File: config.mk
export PLATFORM = sky130hd
export DESIGN_NAME = rtc_reader
export DESIGN_NICKNAME = d
export VERILOG_FILES = /design/src/rtl/rtc_pkg.sv /design/src/rtl/rtc_reader_bus_cycle.sv /design/src/rtl/rtc_reader.sv
export SDC_FILE = /design/constraint.sdc
export NUM_CORES = 1
export LEC_CHECK = 0
export ABC_CLOCK_PERIOD_IN_PS = 5700
export CORE_MARGIN = 5
export CORE_UTILIZATION = 60
export DETAILED_ROUTE_END_ITERATION = 6
export GPL_ROUTABILITY_DRIVEN = 1
export PLACE_DENSITY = 0.83
export REMOVE_ABC_BUFFERS = 1
export SYNTH_ARGS = -nofsm -noshare
export SYNTH_HDL_FRONTEND = slang
export SYNTH_SLANG_ARGS = --single-unit
export TNS_END_PERCENT = 20
File: constraint.sdc
create_clock -name clk -period 5.7 [get_ports clk]
set_input_delay 1.14 -clock clk [delete_from_list [all_inputs] [get_ports clk]]
set_output_delay 1.14 -clock clk [all_outputs]
set_load 0.02 [all_outputs]
File: src/rtl/rtc_pkg.sv
// Shared constants, state encodings and decode helpers for the RTC reader.
// Optional BCD frame validation is enabled with the RTC_BCD_CHECK_EN macro.
package rtc_pkg;

    localparam int NUM_REGS = 10;

    localparam logic [7:0] ADDR_SEC   = 8'h21;
    localparam logic [7:0] ADDR_MIN   = 8'h22;
    localparam logic [7:0] ADDR_HOUR  = 8'h23;
    localparam logic [7:0] ADDR_DAY   = 8'h24;
    localparam logic [7:0] ADDR_MONTH = 8'h25;
    localparam logic [7:0] ADDR_YEAR  = 8'h26;
    localparam logic [7:0] ADDR_WDAY  = 8'h27;
    localparam logic [7:0] ADDR_TSEC  = 8'h42;
    localparam logic [7:0] ADDR_TMIN  = 8'h43;
    localparam logic [7:0] ADDR_THOUR = 8'h44;

    localparam logic [7:0] TENS_MASK_SECMIN = 8'h70;
    localparam logic [7:0] TENS_MASK_HOUR24 = 8'h30;
    localparam logic [7:0] TENS_MASK_HOUR12 = 8'h10;
    localparam logic [7:0] TENS_MASK_DAY    = 8'h30;
    localparam logic [7:0] TENS_MASK_MONTH  = 8'h10;
    localparam logic [7:0] TENS_MASK_YEAR   = 8'hF0;
    localparam logic [7:0] TENS_MASK_NONE   = 8'h00;

    typedef enum logic [2:0] {
        ST_IDLE, ST_ADDR_SETUP, ST_ADDR_WR, ST_ADDR_HOLD, ST_DATA_RD, ST_DATA_HOLD, ST_COMMIT
    } rtc_state_e;

    typedef enum logic [1:0] {SEQ_IDLE, SEQ_RUN, SEQ_COMMIT} seq_state_e;

    typedef struct packed {
        logic [3:0] ss1, ss0, mm1, mm0, hh1, hh0;
        logic [3:0] dy1, dy0, ms1, ms0, yr1, yr0;
        logic [3:0] st1, st0, mt1, mt0, ht1, ht0;
        logic       am_pm;
        logic [2:0] dia;
    } rtc_disp_t;

    function automatic logic [7:0] reg_addr(input logic [3:0] idx);
        case (idx)
            4'd0:    reg_addr = ADDR_SEC;
            4'd1:    reg_addr = ADDR_MIN;
            4'd2:    reg_addr = ADDR_HOUR;
            4'd3:    reg_addr = ADDR_DAY;
            4'd4:    reg_addr = ADDR_MONTH;
            4'd5:    reg_addr = ADDR_YEAR;
            4'd6:    reg_addr = ADDR_WDAY;
            4'd7:    reg_addr = ADDR_TSEC;
            4'd8:    reg_addr = ADDR_TMIN;
            default: reg_addr = ADDR_THOUR;
        endcase
    endfunction

    // Register 2 is the only one whose tens field depends on the 12/24 h flag.
    function automatic logic bcd_bad(input logic [3:0] idx, input logic [7:0] data);
        logic [7:0] mask;
        logic [7:0] masked;
        logic [3:0] tmax;
        case (idx)
            4'd0, 4'd1, 4'd7, 4'd8: begin mask = TENS_MASK_SECMIN; tmax = 4'd5; end
            4'd2:    begin mask = data[7] ? TENS_MASK_HOUR12 : TENS_MASK_HOUR24; tmax = 4'd2; end
            4'd3:    begin mask = TENS_MASK_DAY;    tmax = 4'd3;  end
            4'd4:    begin mask = TENS_MASK_MONTH;  tmax = 4'd1;  end
            4'd5:    begin mask = TENS_MASK_YEAR;   tmax = 4'd15; end
            4'd9:    begin mask = TENS_MASK_HOUR24; tmax = 4'd2;  end
            default: begin mask = TENS_MASK_NONE;   tmax = 4'd15; end
        endcase
        masked  = data & mask;
        bcd_bad = (data[3:0] > 4'd9) || (masked[7:4] > tmax);
    endfunction

    function automatic rtc_disp_t decode_frame(input logic [NUM_REGS-1:0][7:0] f);
        rtc_disp_t d;
        d.ss0 = f[0][3:0];  d.ss1 = {1'b0, f[0][6:4]};
        d.mm0 = f[1][3:0];  d.mm1 = {1'b0, f[1][6:4]};
        d.hh0 = f[2][3:0];
        if (f[2][7]) begin
            d.hh1   = {3'b000, f[2][4]};
            d.am_pm = f[2][5];
        end else begin
            d.hh1   = {2'b00, f[2][5:4]};
            d.am_pm = 1'b0;
        end
        d.dy0 = f[3][3:0];  d.dy1 = {2'b00, f[3][5:4]};
        d.ms0 = f[4][3:0];  d.ms1 = {3'b000, f[4][4]};
        d.yr0 = f[5][3:0];  d.yr1 = f[5][7:4];
        d.dia = f[6][2:0];
        d.st0 = f[7][3:0];  d.st1 = {1'b0, f[7][6:4]};
        d.mt0 = f[8][3:0];  d.mt1 = {1'b0, f[8][6:4]};
        d.ht0 = f[9][3:0];  d.ht1 = {2'b00, f[9][5:4]};
        return d;
    endfunction

endpackage

File: src/rtl/rtc_reader_bus_cycle.sv
// One RTC bus transaction: address write then data read, with start/ack.
// Bus outputs are registered from the next state so they line up with the state.
module rtc_bus_cycle
    import rtc_pkg::*;
#(
    parameter int T_SETUP = 2,
    parameter int T_PULSE = 8,
    parameter int T_GAP   = 4
) (
    input  logic       clk,
    input  logic       reset,
    input  logic       start_i,
    input  logic [7:0] addr_i,
    input  logic [7:0] ad_in_i,
    output logic       ack_o,
    output logic [7:0] rdata_o,
    output logic [7:0] ad_out_o,
    output logic       ad_oe_o,
    output logic       cs_n_o,
    output logic       rd_n_o,
    output logic       wr_n_o,
    output logic       a_d_o
);

    rtc_state_e state_q, state_d;
    logic [7:0] cnt_q, cnt_d;
    logic [7:0] addr_q, addr_d;
    logic [7:0] data_q;
    logic [7:0] ad_out_q;
    logic       ad_oe_q, cs_n_q, rd_n_q, wr_n_q, a_d_q;
    logic       addr_ph_s;

    // Phase sequencing; a start seen on the final hold cycle chains the next transaction with no gap.
    always_comb begin
        state_d = state_q;
        cnt_d   = cnt_q + 8'd1;
        addr_d  = addr_q;
        ack_o   = 1'b0;
        case (state_q)
            ST_IDLE: begin
                cnt_d = 8'd0;
                if (start_i) begin
                    state_d = ST_ADDR_SETUP;
                    addr_d  = addr_i;
                end else begin
                    state_d = ST_IDLE;
                end
            end
            ST_ADDR_SETUP: begin
                if (cnt_q == 8'(T_SETUP - 1)) begin state_d = ST_ADDR_WR; cnt_d = 8'd0; end
                else begin state_d = ST_ADDR_SETUP; end
            end
            ST_ADDR_WR: begin
                if (cnt_q == 8'(T_PULSE - 1)) begin state_d = ST_ADDR_HOLD; cnt_d = 8'd0; end
                else begin state_d = ST_ADDR_WR; end
            end
            ST_ADDR_HOLD: begin
                if (cnt_q == 8'(T_GAP - 1)) begin state_d = ST_DATA_RD; cnt_d = 8'd0; end
                else begin state_d = ST_ADDR_HOLD; end
            end
            ST_DATA_RD: begin
                if (cnt_q == 8'(T_PULSE - 1)) begin state_d = ST_DATA_HOLD; cnt_d = 8'd0; end
                else begin state_d = ST_DATA_RD; end
            end
            ST_DATA_HOLD: begin
                if (cnt_q == 8'(T_GAP - 1)) begin
                    ack_o = 1'b1;
                    cnt_d = 8'd0;
                    if (start_i) begin
                        state_d = ST_ADDR_SETUP;
                        addr_d  = addr_i;
                    end else begin
                        state_d = ST_IDLE;
                    end
                end else begin
                    state_d = ST_DATA_HOLD;
                end
            end
            default: begin
                state_d = ST_IDLE;
                cnt_d   = 8'd0;
            end
        endcase
    end

    assign addr_ph_s = (state_d == ST_ADDR_SETUP) || (state_d == ST_ADDR_WR) ||
                       (state_d == ST_ADDR_HOLD);

    // State, counters, sampled byte and registered pad/strobe outputs.
    always_ff @(posedge clk) begin
        if (!reset) begin
            state_q  <= ST_IDLE;
            cnt_q    <= 8'd0;
            addr_q   <= 8'd0;
            data_q   <= 8'd0;
            ad_out_q <= 8'd0;
            ad_oe_q  <= 1'b0;
            cs_n_q   <= 1'b1;
            rd_n_q   <= 1'b1;
            wr_n_q   <= 1'b1;
            a_d_q    <= 1'b1;
        end else begin
            state_q <= state_d;
            cnt_q   <= cnt_d;
            addr_q  <= addr_d;
            if ((state_q == ST_DATA_RD) && (cnt_q == 8'(T_PULSE - 1))) begin
                data_q <= ad_in_i;
            end
            ad_out_q <= addr_ph_s ? addr_d : 8'd0;
            ad_oe_q  <= addr_ph_s;
            cs_n_q   <= !(addr_ph_s || (state_d == ST_DATA_RD));
            wr_n_q   <= (state_d != ST_ADDR_WR);
            rd_n_q   <= (state_d != ST_DATA_RD);
            a_d_q    <= !((state_d == ST_DATA_RD) || (state_d == ST_DATA_HOLD));
        end
    end

    assign rdata_o  = data_q;
    assign ad_out_o = ad_out_q;
    assign ad_oe_o  = ad_oe_q;
    assign cs_n_o   = cs_n_q;
    assign rd_n_o   = rd_n_q;
    assign wr_n_o   = wr_n_q;
    assign a_d_o    = a_d_q;

endmodule

File: src/rtl/rtc_reader.sv
// Sequences the ten RTC register reads, refresh timing and atomic display commit.
// Define RTC_BCD_CHECK_EN to reject frames with malformed BCD and add bcd_err.
module rtc_reader
    import rtc_pkg::*;
#(
    parameter int T_SETUP        = 2,
    parameter int T_PULSE        = 8,
    parameter int T_GAP          = 4,
    parameter int REFRESH_CYCLES = 10_000_000
) (
    input  logic       clk,
    input  logic       reset,
    input  logic       rd_req,
    input  logic [7:0] ad_in,
    output logic [7:0] ad_out,
    output logic       ad_oe,
    output logic       cs_n,
    output logic       rd_n,
    output logic       wr_n,
    output logic       a_d,
    output logic [3:0] digit0_HH, digit1_HH, digit0_MM, digit1_MM, digit0_SS, digit1_SS,
    output logic [3:0] digit0_DAY, digit1_DAY, digit0_MES, digit1_MES, digit0_YEAR, digit1_YEAR,
    output logic [3:0] digit0_HH_T, digit1_HH_T, digit0_MM_T, digit1_MM_T, digit0_SS_T, digit1_SS_T,
    output logic       AM_PM,
    output logic [2:0] dia_semana,
    output logic       busy,
    output logic       done
`ifdef RTC_BCD_CHECK_EN
    ,
    output logic       bcd_err
`endif
);

    localparam int RW = $clog2(REFRESH_CYCLES + 1);

    seq_state_e                 seq_q, seq_d;
    logic [3:0]                 idx_q, idx_d;
    logic                       pend_q, pend_d;
    logic [RW-1:0]              refresh_q, refresh_d;
    logic [NUM_REGS-1:0][7:0]   shadow_q, shadow_d;
    rtc_disp_t                  disp_q;
    logic                       busy_q, done_q;
    logic                       refresh_hit_s, trig_s, start_s, ack_s, commit_s, frame_ok_s;
    logic [7:0]                 addr_s, rdata_s;

    rtc_bus_cycle #(.T_SETUP(T_SETUP), .T_PULSE(T_PULSE), .T_GAP(T_GAP)) u_bus (
        .clk(clk), .reset(reset), .start_i(start_s), .addr_i(addr_s), .ad_in_i(ad_in),
        .ack_o(ack_s), .rdata_o(rdata_s), .ad_out_o(ad_out), .ad_oe_o(ad_oe),
        .cs_n_o(cs_n), .rd_n_o(rd_n), .wr_n_o(wr_n), .a_d_o(a_d)
    );

    assign refresh_hit_s = (refresh_q == RW'(REFRESH_CYCLES - 1));
    assign trig_s        = rd_req || refresh_hit_s;

`ifdef RTC_BCD_CHECK_EN
    logic err_q, err_d, bcd_err_q;
`endif

    // Sequencer: chains reads back-to-back and folds triggers seen while busy into one pending flag.
    always_comb begin
        seq_d     = seq_q;
        idx_d     = idx_q;
        pend_d    = pend_q;
        shadow_d  = shadow_q;
        start_s   = 1'b0;
        addr_s    = reg_addr(idx_q);
        refresh_d = refresh_hit_s ? '0 : refresh_q + RW'(1);
`ifdef RTC_BCD_CHECK_EN
        err_d     = err_q;
`endif
        case (seq_q)
            SEQ_IDLE: begin
                if (trig_s || pend_q) begin
                    seq_d   = SEQ_RUN;
                    idx_d   = 4'd0;
                    pend_d  = 1'b0;
                    start_s = 1'b1;
                    addr_s  = reg_addr(4'd0);
`ifdef RTC_BCD_CHECK_EN
                    err_d   = 1'b0;
`endif
                end else begin
                    seq_d = SEQ_IDLE;
                end
            end
            SEQ_RUN: begin
                pend_d = pend_q || trig_s;
                if (ack_s) begin
                    shadow_d[idx_q] = rdata_s;
`ifdef RTC_BCD_CHECK_EN
                    err_d = err_q || bcd_bad(idx_q, rdata_s);
`endif
                    if (idx_q == 4'(NUM_REGS - 1)) begin
                        seq_d = SEQ_COMMIT;
                    end else begin
                        idx_d   = idx_q + 4'd1;
                        start_s = 1'b1;
                        addr_s  = reg_addr(idx_q + 4'd1);
                    end
                end else begin
                    seq_d = SEQ_RUN;
                end
            end
            SEQ_COMMIT: begin
                pend_d = pend_q || trig_s;
                seq_d  = SEQ_IDLE;
            end
            default: begin
                seq_d = SEQ_IDLE;
            end
        endcase
    end

    assign commit_s = (seq_q == SEQ_RUN) && (seq_d == SEQ_COMMIT);
`ifdef RTC_BCD_CHECK_EN
    assign frame_ok_s = !err_d;
`else
    assign frame_ok_s = 1'b1;
`endif

    // Sequencer state and the committed display registers, decoded from the frame including its last byte.
    always_ff @(posedge clk) begin
        if (!reset) begin
            seq_q     <= SEQ_IDLE;
            idx_q     <= 4'd0;
            pend_q    <= 1'b0;
            refresh_q <= '0;
            shadow_q  <= '0;
            disp_q    <= '0;
            busy_q    <= 1'b0;
            done_q    <= 1'b0;
`ifdef RTC_BCD_CHECK_EN
            err_q     <= 1'b0;
            bcd_err_q <= 1'b0;
`endif
        end else begin
            seq_q     <= seq_d;
            idx_q     <= idx_d;
            pend_q    <= pend_d;
            refresh_q <= refresh_d;
            shadow_q  <= shadow_d;
            busy_q    <= (seq_d != SEQ_IDLE);
            done_q    <= commit_s && frame_ok_s;
            if (commit_s && frame_ok_s) begin
                disp_q <= decode_frame(shadow_d);
            end
`ifdef RTC_BCD_CHECK_EN
            err_q     <= err_d;
            bcd_err_q <= commit_s && !frame_ok_s;
`endif
        end
    end

`ifdef RTC_BCD_CHECK_EN
    assign bcd_err = bcd_err_q;
`endif

    assign busy        = busy_q;
    assign done        = done_q;
    assign digit1_SS   = disp_q.ss1;  assign digit0_SS   = disp_q.ss0;
    assign digit1_MM   = disp_q.mm1;  assign digit0_MM   = disp_q.mm0;
    assign digit1_HH   = disp_q.hh1;  assign digit0_HH   = disp_q.hh0;
    assign digit1_DAY  = disp_q.dy1;  assign digit0_DAY  = disp_q.dy0;
    assign digit1_MES  = disp_q.ms1;  assign digit0_MES  = disp_q.ms0;
    assign digit1_YEAR = disp_q.yr1;  assign digit0_YEAR = disp_q.yr0;
    assign digit1_SS_T = disp_q.st1;  assign digit0_SS_T = disp_q.st0;
    assign digit1_MM_T = disp_q.mt1;  assign digit0_MM_T = disp_q.mt0;
    assign digit1_HH_T = disp_q.ht1;  assign digit0_HH_T = disp_q.ht0;
    assign AM_PM       = disp_q.am_pm;
    assign dia_semana  = disp_q.dia;

endmodule

==> flow_summary.ini, run 1 <==
[yosys]
synthTopCellsByCount = dfxtp_1, nor2_1, nand2_1
synth_seq_cells = 204
syn_area_per_cell_um2 = 9.32
netlist_area_um2 = 8340
synth_area_leaders = dfxtp_1, mux2i_1, nor2_1
ys_seq_area_share_pct = 49.0
synth_cell_types = 66
synth.most_common_cell = dfxtp_1
synth_ff_type = dfxtp_1
synth_edf_count = 0
synthCells = 895
yosysTopAreaCellShare_pct = 49.0
yosysWarnings = 0
synth_top_area_cell = dfxtp_1
synthArstFlopShare_pct = 0

[cts]
cts-resized-gates = 0
insertion_delay_ns = 0.48
numCtsBuffers = 21
clkTransAtPathRegs_ns = 0.06
cts_num_sinks = 204
tritoncts = yes
cts_root_buf = clkbuf_16
cts_hold_buf = 0
postCtsSetupBuffers = 0
htreeDepth = 1
cts.path.max_buffers = 3

[die]
die_y_um = 128
start_util_pct = 60.5
core_area_um2 = 13800
die_x_um = 128
rows = 43
io-pin-count = 102
dieArea_um2 = 16400

[route]
drcViolationCount = 0
dr_wl_met3_um = 935
routed_via_density = 5.42
dr.pass1.iters = 4
m1WireLength_um = 7880
wl_um = 17100
met2_length_um = 7920
routed.top_layer = met4
drtIter0Drc = 415
vias = 6216
drt.antenna.violating_nets = 0
post_drt_wl_per_cell_um = 14.9

[timing]
finalCriticalPeriod_ns = 3.30
tns_ns = 0
rsz0062_at_grt = false
skew_ns = 0.00740
setup_slack_ns = 2.40
setup_viol = 0
maxSlewHeadroom_pct = 34.6
max_slew.worst_pin.slew_ns = 0.979
final.period_utilization_pct = 57.9
finalMaxSlewViolations = 0
hold_violations = 0
clock.fmax_mhz = 303

[worst_setup_path]
r2r_setup_slack_ns = 2.40
path_buf_inv = 1
cp-start-kind = flip-flop
cp.required_ns = 6.10
r2r-start = idx_q[0]$_SDFFE_PN0P_
slowest_delay_ns = 0.77
crit_top_cell = nor2_1
reg2regPathDepth = 9
cp_top_family = simple AND/OR/NAND/NOR gates
arrival_ns = 3.70
crit_fanout = 92
path_cells = ha_1 > and3b_1 > nor2_1 > o31ai_4 > o21ai_2 > nor2b_4 > buf_12 > nor2_1 > a211oi_2
r2r_end = digit1_YEAR[1]$_SDFFE_PN0P_
slowest_stage = nor2b_4
path_class = flip-flop to flip-flop
end_kind = flip-flop

[global_routing]
grt_pass1_vias = 5920
grt_max_degree = 94
grtUsageTotal_pct = 20.8
overflow = 0
antenna_found_initial = 0
grt_pass1_wl_um = 28700

[finish]
fill_cells = 1025
antenna_cells = 0
post-route-util_pct = 71.5
area_delta_synth_final_pct = 18.2
stdcell_area_um2 = 9850
drive_above_1_share_pct = 7.24
fin_cells = 1147
final_nets = 981

[placed_design]
place_congestion = 0.821
pre_cts_slack_ns = 2.08
portBuffers = 88
dp_hpwl_um = 11100
dpl-instance-area_um2 = 9150
dp_cells = 1112

[min_path]
worst_hold_path.num_cells = 2
hold_start = digit0_HH_T[2]$_SDFFE_PN0P_
hold_path_end = digit0_HH_T[2]$_SDFFE_PN0P_
holdCritPathClass = flip-flop to flip-flop

[power_and_ir_drop]
vdd_drop_max_mv = 0.226
p_per_area_nw_per_um2 = 301
leakagePower_nw = 4.06

[status]
status = complete, no violations

[run]
max-cap-violations = 0
placed cells by master (no fill, tap or decap), types with 3 or more instances in the layout:
master and instances:
mux2i_1 70, nand2_1 107, and2_1 6, and3_1 15, clkbuf_16 21, nand3_1 22, clkbuf_8 4, nand3b_1 29
a211oi_2 17, nor2_1 130, clkinv_2 3, nor2b_1 6, nor4_1 3, o211ai_1 3, inv_1 15, clkbuf_1 4
nand4_1 9, dfxtp_1 204, a21oi_1 25, o21ai_0 50, clkdlybuf4s50_1 87, o21ai_1 6, a211oi_1 4, ha_1 15
bufinv_16 3, xor2_1 18, xnor2_1 11, conb_1 13, nand2b_1 9, or3_1 7, nor3_1 5
logic make-up (layout without fill, tap and decap cells):
logic type,count (synthesis),count (layout),synth area share (%)
flip-flops,204,204,49.0
buffers and inverters,82,142,5.24
adder cells (fa/ha/maj),15,15,2.25
AO/OA/AOI/OAI,122,122,10.1
other,1,13,0.0450
multiplexers,71,71,8.58
XOR/XNOR,29,29,3.05
AND/OR/NAND/NOR,371,371,21.8
power breakdown:
part	internal (W)	switching (W)	total [W]
sequential	0.00144	0.00000982	0.00145
combinational	0.0000456	0.0000837	0.000129
clock	0.000862	0.000524	0.00139
registers in the layout, indices dropped and copies added (netlist names), 8 cells and up, named ones only:
| signal | count |
|---|---|
| shadow_q | 63 |
| refresh_q | 24 |
| u_bus.ad_out_o | 8 |
| u_bus.addr_q | 8 |
| u_bus.cnt_q | 8 |
| u_bus.rdata_o | 8 |
per-layer routing:
metal,GRT usage [%],up-vias
li1,-,3125
met1,28.3,2886
met2,34.3,169
met3,3.50,36
met4,6.30,0
met5,0,-
cell type report:
type / instances / area [µm²] / area share [%]
sequential: 204 / 4080 / 41.4
multi-input combinational: 621 / 3870 / 39.3
timing repair buffer: 91 / 911 / 9.24
clock buffer: 29 / 596 / 6.04
tap: 180 / 225 / 2.29
clock inverter: 6 / 109 / 1.10
inverter: 16 / 61.3 / 0.622
per-stage QoR:
stage | hold WS [ns] | power [W]
2_1_floorplan | 0.430 | 0.00156
3_3_place_gp | 0.440 | 0.00161
3_5_place_dp | 0.442 | 0.00161
4_1_cts | 0.450 | 0.00298
5_1_grt | 0.478 | 0.00306
6_report | 0.444 | 0.00296
tightest hold or removal path, delay by kind of cell (launching register included):
family,cells,cell delay (ns)
AO/OA/AOI/OAI,1,0.05
flip-flops,1,0.31
AND/OR/NAND/NOR,1,0.05
worst max-delay path by stage:
stage	to	cells after the start	slack, ns	startpoint
after floorplan	dia_semana[0]$_SDFFE_PN0P_	5	1.21	rd_req
after global placement	digit1_YEAR[2]$_SDFFE_PN0P_	8	2.16	rd_req
after detailed placement	digit1_SS_T[0]$_SDFFE_PN0P_	8	2.08	rd_req
after CTS	digit1_YEAR[1]$_SDFFE_PN0P_	9	2.44	idx_q[0]$_SDFFE_PN0P_
after global routing	digit1_YEAR[3]$_SDFFE_PN0P_	9	2.16	idx_q[0]$_SDFFE_PN0P_
final	digit1_YEAR[1]$_SDFFE_PN0P_	9	2.40	idx_q[0]$_SDFFE_PN0P_
No activity file was read; power rests on OpenSTA's default activity.
==> run 2, diff against run 1 <==
--- a/config.mk
+++ b/config.mk
@@ -5,12 +5,12 @@
 export SDC_FILE = /design/constraint.sdc
 export NUM_CORES = 1
 export LEC_CHECK = 0
-export ABC_CLOCK_PERIOD_IN_PS = 5700
+export ABC_CLOCK_PERIOD_IN_PS = 2850
 export CORE_MARGIN = 5
-export CORE_UTILIZATION = 60
+export CORE_UTILIZATION = 50
 export DETAILED_ROUTE_END_ITERATION = 6
 export GPL_ROUTABILITY_DRIVEN = 1
-export PLACE_DENSITY = 0.83
+export PLACE_DENSITY = 0.74
 export REMOVE_ABC_BUFFERS = 1
 export SYNTH_ARGS = -nofsm -noshare
 export SYNTH_HDL_FRONTEND = slang
==> constraint.sdc (replaced) <==
create_clock -name clk -period 2.85 [get_ports clk]
set_input_delay 0.57 -clock clk [delete_from_list [all_inputs] [get_ports clk]]
set_output_delay 0.57 -clock clk [all_outputs]
set_load 0.02 [all_outputs]
==> flow_summary.ini, run 2 (same netlist as run 1, synthesis figures left out) <==
[status]
status = complete, no violations

[global_routing]
grt_max_degree = 102
overflow = 0
globalRouteMet1Util_pct = 24.0
grtUsageTotal_pct = 18.1
grt_busiest_layer = met2
use_met2_pct = 30.5
grt_pass1_vias = 5936
use_met3_pct = 3.48
antenna_found_initial = 1
grt_pass1_wl_um = 29700

[worst_setup_path]
cp.required_ns = 3.24
cp-start-kind = flip-flop
path_buf_inv = 1
path_class = flip-flop to flip-flop
cp_top_family = simple AND/OR/NAND/NOR gates
arrival_ns = 3.04
slowest_stage = nor4b_2
crit_fanout = 6
path_cells = nor4b_2 > nand4_1 > o211ai_2 > and2_2 > nand3_1 > a21oi_1 > inv_1 > ha_1 > a311o_1 > o21a_1
end_kind = flip-flop
reg2regPathDepth = 10
slowest_delay_ns = 0.40
crit_cells = 10

[cts]
tritoncts = yes
insertion_delay_ns = 0.50
clkTransAtPathRegs_ns = 0.06
cts.path.max_buffers = 3
cts_root_buf = clkbuf_16
numCtsBuffers = 22
cts_num_sinks = 204
htreeDepth = 1

[timing]
setup_slack_ns = 0.196
setup_viol = 0
clock.fmax_mhz = 377
finalMaxSlewViolations = 0
hold_violations = 0
maxSlewHeadroom_pct = 51.0
skew_ns = 0.0123
rsz0062_at_grt = false
final.period_utilization_pct = 93.1
finalCriticalPeriod_ns = 2.65
max_slew.worst_pin.slew_ns = 0.734

[power_and_ir_drop]
power.switching_w = 0.00132
p_seq_share_pct = 49.2
leakagePower_nw = 4.16
total_power_w = 0.00588
power_switching_share_pct = 22.4
combPwrFrac_pct = 4.7
internal-power_w = 0.00456
vdd_drop_max_mv = 0.382
p_per_area_nw_per_um2 = 584
power.share.clock_pct = 46.0

[finish]
largest_reg_flops = 63
post-route-util_pct = 61.1
final_common_cell = dfxtp_1
area_delta_synth_final_pct = 20.7
stdcell_area_um2 = 10100
reg.largest.list = shadow_q: 63 flops, refresh_q: 24 flops
final_nets = 999
layout_common_cells = dfxtp_1, nor2_1, nand2_1
fin_cells = 1208
largest-register = shadow_q
drive_above_1_share_pct = 9.42

[placed_design]
portBuffers = 88
dp_hpwl_um = 11700
place_congestion = 0.868
dpl-instance-area_um2 = 9340
pre_cts_slack_ns = 0.137
dp_cells = 1167

[route]
post_drt_wl_per_cell_um = 15.2
wl_um = 18300
drtIter0Drc = 492
routed_via_density = 5.19
dr.pass1.iters = 4
drt.antenna.violating_nets = 0
vias = 6264
drcViolationCount = 0

[die]
die_y_um = 139
rows = 47
die_x_um = 139
start_util_pct = 50.6
dieArea_um2 = 19400
core_area_um2 = 16500
io-pin-count = 102

[run]
max-cap-violations = 0

[min_path]
worst_hold_path.num_cells = 2
holdCritPathClass = flip-flop to flip-flop
-- run 2: area by class of cell --
class	count	area, µm²
timing repair buffer	108	1060
antenna	1	2.50
sequential	204	4080
inverter	16	61.3
tap	220	275
multi-input combinational	621	3890
fill	1454	6400
clock inverter	7	47.5
clock buffer	31	646
-- run 2: power by group through the flow --
| stage | registers, W | clock network [W] | logic [W] |
|---|---|---|---|
| after floorplan | 0.00297 | 0 | 0.000153 |
| after global placement | 0.00296 | 0 | 0.000271 |
| after detailed placement | 0.00296 | 0 | 0.000272 |
| after CTS | 0.00289 | 0.00276 | 0.000273 |
| after global routing | 0.00290 | 0.00288 | 0.000306 |
| final | 0.00289 | 0.00271 | 0.000278 |
-- run 2: per-stage QoR --
step | setup TNS (ns) | hold slack [ns]
after floorplan | -90.81 | 0.430
after global placement | 0 | 0.438
after detailed placement | 0 | 0.441
after CTS | 0 | 0.450
after global routing | 0 | 0.475
final | 0 | 0.446
-- run 2: final timing paths --
| path | from | slack (ns) | end |
|---|---|---|---|
| max | refresh_q[13]$_SDFF_PP0_ | 0.20 | flip-flop |
| min | digit0_MM_T[2]$_SDFFE_PN0P_ | 0.45 | digit0_MM_T[2]$_SDFFE_PN0P_ |
| max reg2reg | refresh_q[13]$_SDFF_PP0_ | 0.20 | flip-flop |
| min reg2reg | digit0_MM_T[2]$_SDFFE_PN0P_ | 0.45 | digit0_MM_T[2]$_SDFFE_PN0P_ |
-- run 2: worst min-delay path: stages (launching register included) --
cell,delay [ns]
dfxtp_1,0.31
nand2_1,0.05
o21ai_1,0.05
-- run 2: repair_timing --
| action | 4_1_cts | 5_1_grt |
|---|---|---|
| endpoints found under the hold margin | 0 | 0 |
| gates resized for setup | 0 | 3 |
| buffers inserted | 0 | 2 |
| hold buffers | 0 | 0 |
| setup endpoints to repair | 0 | 2 |
-- run 2: metal layers --
layer	share of wire, %	up-vias
li1	-	3159
met1	46	2945
met2	47	131
met4	2.0	0
met5	0	-
met3	5.2	29
==> run 3, diff against run 2 <==
--- a/config.mk
+++ b/config.mk
@@ -6,7 +6,7 @@
 export NUM_CORES = 1
 export LEC_CHECK = 0
 export ABC_CLOCK_PERIOD_IN_PS = 2850
-export CORE_MARGIN = 5
+export CORE_MARGIN = 2
 export CORE_UTILIZATION = 50
 export DETAILED_ROUTE_END_ITERATION = 6
 export GPL_ROUTABILITY_DRIVEN = 1
==> flow_summary.ini, run 3 (same netlist as run 1, synthesis figures left out) <==
[finish]
reg.largest.list = shadow_q: 63 flops, refresh_q: 24 flops
stdcell_area_um2 = 10200
layout_common_cells = dfxtp_1, nor2_1, nand2_1
final_common_cell = dfxtp_1
area_delta_synth_final_pct = 21.9
antenna_cells = 0
largest-register = shadow_q
drive_above_1_share_pct = 9.81
largest_reg_flops = 63
final_nets = 1000
fin_cells = 1209

[die]
start_util_pct = 50.6
dieArea_um2 = 17700
die_y_um = 133
core_area_um2 = 16500
rows = 47
io-pin-count = 102
die_x_um = 133

[cts]
cts.path.max_buffers = 3
htreeDepth = 1
cts_num_sinks = 204
cts_hold_buf = 0
cts_root_buf = clkbuf_16
numCtsBuffers = 22
tritoncts = yes
insertion_delay_ns = 0.50
clkTransAtPathRegs_ns = 0.06

[power_and_ir_drop]
power.switching_w = 0.00132
internal-power_w = 0.00488
power_switching_share_pct = 21.3
p_per_area_nw_per_um2 = 610
combPwrFrac_pct = 4.5
leakagePower_nw = 4.21
vdd_drop_max_mv = 0.446
power.share.clock_pct = 48.9
p_seq_share_pct = 46.7

[timing]
rsz0062_at_grt = false
max_slew.worst_pin.slew_ns = 0.677
finalCriticalPeriod_ns = 2.65
holdWs_ns = 0.449
setup_viol = 0
clock.fmax_mhz = 377
finalMaxSlewViolations = 0
final.period_utilization_pct = 93.0
skew_ns = 0.00583
tns_ns = 0
maxSlewHeadroom_pct = 54.8
hold_violations = 0

[worst_setup_path]
cp.required_ns = 3.25
path_cells = inv_1 > ha_1 > and3b_1 > o21ai_1 > and2_2 > nand3_1 > a21oi_1 > inv_1 > ha_1 > a311o_1 > o21a_1
slowest_stage = dfxtp_1
path_buf_inv = 2
cp_top_family = compound AO/OA/AOI/OAI gates
crit_fanout = 7
cp-start-kind = flip-flop
path_class = flip-flop to flip-flop
arrival_ns = 3.05
slowest_delay_ns = 0.49
end_kind = flip-flop

[global_routing]
grt_pass1_vias = 5725
grtUsageTotal_pct = 19.2
overflow = 0
antenna_found_initial = 0
grt_max_degree = 100
grt_pass1_wl_um = 28300

[placed_design]
dp_hpwl_um = 11600
dpl-instance-area_um2 = 9350
place_congestion = 0.874
portBuffers = 88
dp_cells = 1169

[min_path]
holdCritPathClass = flip-flop to flip-flop

[route]
vias = 6235
post_drt_wl_per_cell_um = 14.7
wl_um = 17800
drt.antenna.violating_nets = 0
dr.pass1.iters = 5
drcViolationCount = 0
drtIter0Drc = 421
routed_via_density = 5.16

[status]
status = complete, no violations

[run]
max-cap-violations = 0
==> run 3: final timing paths <==
kind / from / end / slack [ns] / cells after the start
setup / recovery: idx_q[1]$_SDFFE_PN0P_ / flip-flop / 0.20 / 11
hold / removal: digit0_HH_T[1]$_SDFFE_PN0P_ / digit0_HH_T[1]$_SDFFE_PN0P_ / 0.45 / 2
hold reg to reg: digit0_HH_T[1]$_SDFFE_PN0P_ / digit0_HH_T[1]$_SDFFE_PN0P_ / 0.45 / 2
setup reg to reg: idx_q[1]$_SDFFE_PN0P_ / flip-flop / 0.20 / 11
==> run 3: power by group through the flow <==
stage,logic (W),clock network (W),registers [W]
global placement,0.000268,0,0.00296
floorplan,0.000153,0,0.00297
finish,0.000277,0.00303,0.00289
CTS,0.000274,0.00308,0.00289
detailed placement,0.000272,0,0.00296
global route,0.000303,0.00321,0.00290
==> run 3: layout make-up <==
type                    count  area [µm²]
fillers                  1394        6300
flip-flops and latches    204        4090
multi-input cells         621        3890
repair buffers            109        1070
clock buffers              32         669
well taps                 220         275
clock inverters             7         114
inverters                  16        61.3
==> run 3: metal layers <==
metal	global-route usage [%]	vias to the layer above	wire [µm]
met5	0	-	0
met2	31.7	129	8350
met3	3.46	30	793
met1	26.3	2916	8230
met4	4.91	0	376
li1	-	3160	-
==> run 3: through the flow <==
step | total power (W) | util (%) | worst slack (ns)
3_5_place_dp | 0.00323 | 56.8 | 0.144
4_1_cts | 0.00625 | 61.6 | 0.120
3_3_place_gp | 0.00322 | 56.8 | 0.182
5_1_grt | 0.00641 | 61.7 | 0.00158
2_1_floorplan | 0.00312 | - | -1.48
6_report | 0.00620 | 61.7 | 0.200
==> run 3: worst register-to-register path: cells and delay by family (launching register included) <==
family	cells	cell delay [ns]
buffers and inverters	2	0.19
DFF	1	0.49
and+or+nand+nor	3	0.52
adders and majority gates	2	0.54
AOI/OAI and AO/OA	4	0.82
==> run 3: what timing repair did <==
item / CTS / global route
buffers inserted: 0 / 1
setup endpoints to repair: 0 / 3
gates resized for setup: 0 / 4
hold endpoints to repair: 0 / 0
